File: src/rtl/rtlfuzz_dromajo.sv
// rtlfuzz_dromajo: commit-stream monitor that flags test end and tracks mstatus reads
module rtlfuzz_dromajo #(
  parameter int          PC_W        = 40,
  parameter int          HART_W      = 1,
  parameter int          TRACK_HART  = 0,
  parameter logic [63:0] MAX_COMMITS = 64'd0
) (
  input  logic              clock,
  input  logic              reset,
  input  logic              valid,
  input  logic [HART_W-1:0] hartid,
  input  logic [PC_W-1:0]   pc,
  input  logic [31:0]       inst,
  input  logic [63:0]       wdata,
  output logic [63:0]       mstatus,
  output logic              finish
);
  logic [63:0]     cnt, cnt_nxt;
  logic [PC_W-1:0] last_pc;
  logic            commit, csr_rd, fin_hit;
  always_comb begin
    commit  = valid && hartid == HART_W'(TRACK_HART);
    cnt_nxt = &cnt ? cnt : cnt + 64'd1;
    // any CSR read form (reg or imm) of mstatus that writes a real register
    csr_rd  = inst[6:0] == 7'h73 && inst[14:12] != 3'd0 && inst[14:12] != 3'd4 &&
              inst[31:20] == 12'h300 && inst[11:7] != 5'd0;
    fin_hit = inst == 32'h0000006F || inst == 32'h10500073 ||
              (MAX_COMMITS != 64'd0 && cnt_nxt == MAX_COMMITS);
  end
  always_ff @(posedge clock or negedge reset)
    if (!reset) begin
      cnt     <= '0;
      last_pc <= '0;
      mstatus <= '0;
      finish  <= 1'b0;
    end else if (commit) begin
      cnt     <= cnt_nxt;
      last_pc <= pc;
      if (csr_rd) mstatus <= wdata;
      if (fin_hit) finish <= 1'b1;
    end
endmodule

File: config.mk
export PLATFORM = sky130hd
export DESIGN_NAME = rtlfuzz_dromajo
export DESIGN_NICKNAME = d
export VERILOG_FILES = /design/src/rtl/rtlfuzz_dromajo.sv
export SDC_FILE = /design/constraint.sdc
export NUM_CORES = 1
export LEC_CHECK = 0
export ABC_AREA = 1
export ABC_CLOCK_PERIOD_IN_PS = 800
export CORE_UTILIZATION = 36
export CTS_BUF_LIST = sky130_fd_sc_hd__clkbuf_2
export DETAILED_ROUTE_END_ITERATION = 6
export PLACE_DENSITY = 0.82
export SYNTH_ARGS = -nofsm -noshare
export SYNTH_HDL_FRONTEND = slang
export SYNTH_SLANG_ARGS = --single-unit
File: constraint.sdc
create_clock -name clock -period 0.8 [get_ports clock]
set_input_delay 0.16 -clock clock [delete_from_list [all_inputs] [get_ports clock]]
set_output_delay 0.16 -clock clock [all_outputs]
set_load 0.02 [all_outputs]
==> metrics, run 1 <==
Clock Pin Slew Worst Setup and Hold Paths 210 ps; Die W just over 90 um; min-delay src inst[23]; Crit path max-delay family flip-flops; Hold Path Class in2reg; DRC viols 0; Worst Hold Path Cells 8; Rows 32; CTS tree built; Ports 205; H-tree depth 3; Synth Net Count just under 500; max cap viols 0; Bufs and invs on worst path 1; Iter 0 DRT Violations ~150; vias in the first global route around 3700; Syn Area/Cell approximately 8.4 um2; Worst EP arrival between 1000 and 1500 ps; Final Cycle Share 1.64; post-synthesis cell type count 11; vias after detailed routing about 3700; Critical Path Source Type flip-flop; CP Cell Sequence buf_6; Setup crit end kind primary output; outcome finished with violations; Leak roughly 3.3 nW; hold_ws about 65 ps; relative max-transition margin 0.768; worst skew pair latency roughly 480 ps; initial core utilization 0.380; Hold EP finish; r2r worst-path depth 4; Fill cells between 300 and 400; crit-path max cell delay approximately 470 ps; Bufs on Longest Clock Path 2; total core area between 7000 and 8000 um2; final cell count without fillers between 700 and 800; leading cell types in the layout, fill and taps excluded buf_6, clkdlybuf4s50_1, nand2_2, dfrtp_1, buf_4; clk sinks 65; Post-Place Cells roughly 620; multi-input logic area 1860 um2; unrepaired setup endpoints after global routing yes; cells after synthesis 355; DRT Pass-1 Iters 4; Final setup viols approximately 120; Reg-to-Reg End mstatus[2]; CP Max Fanout 2; Mapped Area around 3000 um2; power per standard cell area ~930 nW/um2; Core Util, Final 0.862; number of antenna violations at the first check in global routing 0; fin area roughly 6800 um2; die footprint ~8600 um2; wire per inst 20.4 um; Detail Route Antenna Nets 0; grt ovf 0; worst setup margin -512 ps; FF/Latch Area 1630 um2; n_diodes 0; R2R setup slack -90 ps; Max Slew Vio Count 0; commonest non-fill, non-tap cell in the layout buf_6; Synth-to-Final Area Change 127%; RePlAce Congestion ~0.77; CTS Root Cell clkbuf_2; critical path class reg2out; layout cells sized above 1 0.618; pin count of the biggest net entering global routing 66; Worst path slowest cell dfrtp_1; Worst-Margin Slew between 300 and 400 ps; vias per cell around 5.2; FMAX about 760 MHz; cts bufs inserted 9; Detailed Route WL 14500 um; failing checks setup timing; sequential fraction of the synthesis area 0.546; first-pass GRT wire length 18500 um; Tmin final 1310 ps; Critical R2R Launch mstatus[2]; die outline height between 90 and 100 um; total power 6.29 mW; Hold Violations, Final 0; total track usage 0.288; worst vdd ir 758 uV; worst clock skew 0 ps; Port Buffers ~160; Synthesis Warnings 0; flops & latches, synth 65; # nets final between 700 and 800; Detailed Place HPWL between 5000 and 6000 um; post-place instance area roughly 4700 um2; WP data required about 640 ps
[tightest hold or removal path, stage by stage]
cell	delay, ps
buf_6	70
nor2_1	30
nand2_1	50
nor2_1	30
nand2_1	50
nor2_1	40
nand2_1	50
nand2_1	40
[timing repair]
item,4_1_cts,5_1_grt
setup buffers,41,25
setup endpoints to repair,129,130
gates resized for setup,610,157
hold buffers,2,0
gates cloned,21,3
pin swaps,76,68
endpoints found under the hold margin,66,0
[metal layers]
layer,track usage,vias up,share of wire
met5,0,-,0
met4,0.131,0,0.042
met3,0.0561,54,0.075
li1,-,1620,-
met1,0.318,1786,0.35
met2,0.532,213,0.54
[logic make-up after synthesis]
kind of cell / after synthesis / synth area share
DFF: 65 / 0.546
buffers and inverters: 41 / 0.110
and+or+nand+nor: 249 / 0.344
[layout make-up]
type / count / area share
tap: 102 / 0.0189
clock inverter: 5 / 0.0107
multi-input combinational: 249 / 0.275
sequential: 65 / 0.240
inverter: 21 / 0.0120
timing repair buffer: 261 / 0.437
clock buffer: 9 / 0.00666
[where the power goes]
part | switching [mW] | internal (mW) | leakage, nW
Clock | 1.23 | 0.978 | 0.0727
Combinational | 0.299 | 0.492 | 2.29
Sequential | 0.0000642 | 3.29 | 0.903
Total | 1.53 | 4.76 | 3.26
[how the worst max path moves through the flow]
stage | start | to | slack, ps | cells after the start
final | mstatus[40] | mstatus[40] | -510 | 1
after floorplan | inst[25] | mstatus[10] | -220 | 9
after detailed placement | inst[27] | mstatus[1] | -880 | 10
after global placement | inst[4] | mstatus[43] | -810 | 8
after global routing | mstatus[55] | mstatus[55] | -540 | 1
after CTS | mstatus[7] | mstatus[7] | -460 | 1
[synth_stat cells]
master,count,area share
nand3b_1,1,0.0025
buf_4,1,0.0025
dfrtp_1,65,0.55
nor2_1,26,0.033
nand2_2,1,0.0021
nand2_1,155,0.20
buf_6,8,0.030
inv_1,21,0.026
nand3_1,65,0.11
clkbuf_8,11,0.051
nor2_2,1,0.0021
[per-stage QoR]
step                      setup TNS, ps  worst slack [ps]
after detailed placement         -74190              -879
after CTS                        -33070              -455
final                            -33100              -512
after global routing             -37450              -543
after global placement           -70850              -814
after floorplan                  -13190              -215
[state kept, by name, summed over array words and instances (netlist names)]
signal / cells
mstatus: 64
finish: 1
(Power assumes the default switching activity.)
==> run 2: changes to the inputs <==
--- a/config.mk
+++ b/config.mk
@@ -6,7 +6,7 @@
 export NUM_CORES = 1
 export LEC_CHECK = 0
 export ABC_AREA = 1
-export ABC_CLOCK_PERIOD_IN_PS = 800
+export ABC_CLOCK_PERIOD_IN_PS = 1600
 export CORE_UTILIZATION = 36
 export CTS_BUF_LIST = sky130_fd_sc_hd__clkbuf_2
 export DETAILED_ROUTE_END_ITERATION = 6
==> constraint.sdc (replaced) <==
create_clock -name clock -period 1.6 [get_ports clock]
set_input_delay 0.32 -clock clock [delete_from_list [all_inputs] [get_ports clock]]
set_output_delay 0.32 -clock clock [all_outputs]
set_load 0.02 [all_outputs]
==> metrics, run 2 (synthesized netlist as in run 1, its figures left out) <==
CTS Root Cell clkbuf_2 (unchanged); CTS tree built (unchanged); Tmin final between 1500 and 2000 ps; outcome finished clean (was finished with violations); cts bufs inserted 9 (unchanged); max reg flops 64 (unchanged); Die W 93.0 um (unchanged); Detailed Route WL 8010 um (was 14500 um); Detailed Place HPWL 5830 um (was 5900 um); first-pass GRT wire length 13200 um (was 18500 um); vias per cell 4.55 (was 5.16); M1 wire length 3380 um (was 5020 um); commonest non-fill, non-tap cell in the layout nand2_1 (was buf_6); Rows 32 (unchanged); fin area 4690 um2 (was 6770 um2); die outline height 93.0 um (unchanged); worst skew pair latency 440 ps (was 480 ps); crit-path max cell delay 420 ps (was 470 ps); FMAX roughly 660 MHz; # nets final 662 (was 747); number of antenna violations at the first check in global routing 0 (unchanged); r2r worst-path depth 2 (was 4); Iter 0 DRT Violations 123 (was 148); metal2 WL 3940 um (was 7820 um); Top Metal Used met4 (unchanged); total track usage 0.196 (was 0.288); vias after detailed routing 2854 (was 3673); most flop-heavy register mstatus (unchanged); total core area 7850 um2 (unchanged); R2R setup slack 950 ps (was -90 ps); die footprint 8640 um2 (unchanged); pin count of the biggest net entering global routing 66 (unchanged); Detail Route Antenna Nets 0 (unchanged); Bufs and invs on worst path 1 (unchanged); final cell count without fillers 627 (was 712); Max Slew Vio Count 0 (unchanged); hold_ws 356 ps (was 64.9 ps); vias in the first global route 2881 (was 3693); power per standard cell area 576 nW/um2 (was 930 nW/um2); Worst-Margin Slew 341 ps (was 348 ps); Clock Pin Slew Worst Setup and Hold Paths 190 ps (was 210 ps); Post-CTS Setup Bufs 0 (was 41); Final Cycle Share 0.951; unrepaired setup endpoints after global routing no (was yes); DRT Pass-1 Iters 4 (unchanged); relative max-transition margin 0.772 (was 0.768); post-place instance area 4660 um2 (was 4720 um2); Ports 205 (unchanged); CP Cell Sequence dlygate4sd2_1 (was buf_6); routed wl met3 573 um (was 1090 um); Hold Path Class in2async (was in2reg); H-tree depth 3 (unchanged); Post-Place Cells 612 (was 616); initial core utilization 0.380 (unchanged); worst clock skew 0 ps (unchanged); WP data required 1280 ps (was 640 ps); Worst path slowest cell dfrtp_1 (unchanged); leading cell types in the layout, fill and taps excluded nand2_1, clkdlybuf4s50_1, nand3_1, dfrtp_1, dlygate4sd2_1 (was buf_6, clkdlybuf4s50_1, nand2_2, dfrtp_1, buf_4); n_diodes 0 (unchanged); CP Max Fanout 2 (unchanged); Bufs on Longest Clock Path 2 (unchanged); worst vdd ir 303 uV (was 758 uV); total power 2.70 mW (was 6.29 mW); pre-CTS WS -289 ps (was -879 ps); Hold Violations, Final 0 (unchanged); Synth-to-Final Area Change 57.4% (was 127%); Final setup viols 0 (was 123); Port Buffers 164 (unchanged); Largest regs mstatus (64), finish (1) (unchanged); clk sinks 65 (unchanged); RePlAce Congestion 0.724 (was 0.767); critical path class reg2out (unchanged); layout cells sized above 1 0.0552 (was 0.618); Worst EP arrival 1200 ps (was 1150 ps); grt ovf 0 (unchanged); worst setup margin 77.8 ps (was -512 ps); Crit path max-delay family flip-flops (unchanged); Reg-to-Reg End mstatus[58] (was mstatus[2]); Critical R2R Launch mstatus[58] (was mstatus[2]); max cap viols 0 (unchanged); Setup crit end kind primary output (unchanged); Leak 2.60 nW (was 3.26 nW); wire per inst 12.8 um (was 20.4 um); DRC viols 0 (unchanged); Critical Path Source Type flip-flop (unchanged)
## run 2: layout make-up
cell class	count	area [um2]
Fill cell	701	3160
Timing Repair Buffer	176	1750
Sequential cell	65	1630
Multi-Input combinational cell	249	1040
Tap cell	102	128
Inverter	21	78.8
Clock buffer	9	45.0
Clock inverter	5	25.0
## run 2: worst max-delay path by stage
stage                     slack [ps]     endpoint         from  depth (start not counted)
final                             80  mstatus[17]  mstatus[17]                          1
after global routing             0.3  mstatus[17]  mstatus[17]                          1
after CTS                          7  mstatus[49]  mstatus[49]                          1
after detailed placement        -290  mstatus[55]     inst[23]                          9
after global placement          -210  mstatus[10]      inst[6]                          8
after floorplan                  360   mstatus[0]       hartid                          9
## run 2: stage by stage
step | utilization | TNS (ps)
3_5_place_dp | 0.594 | -14190
4_1_cts | 0.594 | 0
6_report | 0.598 | 0
5_1_grt | 0.598 | 0
3_3_place_gp | 0.594 | -12030
2_1_floorplan | - | 0
## run 2: routing by layer
metal	track usage	vias up
li1	-	1439
met1	0.242	1295
met2	0.333	109
met3	0.0504	11
met4	0.0667	0
met5	0	-
## run 2: what timing repair did
item / in CTS / in global routing
resized for setup: 65 / 31
pin swaps: 0 / 0
endpoints found under the hold margin: 65 / 0
hold buffers: 1 / 0
endpoints found under the setup margin: 65 / 29
## run 2: report_power, final
part / leakage, nW / internal (mW) / switching, mW
Sequential: 0.903 / 1.64 / 0.0000165
Combinational: 1.65 / 0.236 / 0.0968
Clock: 0.0485 / 0.173 / 0.551
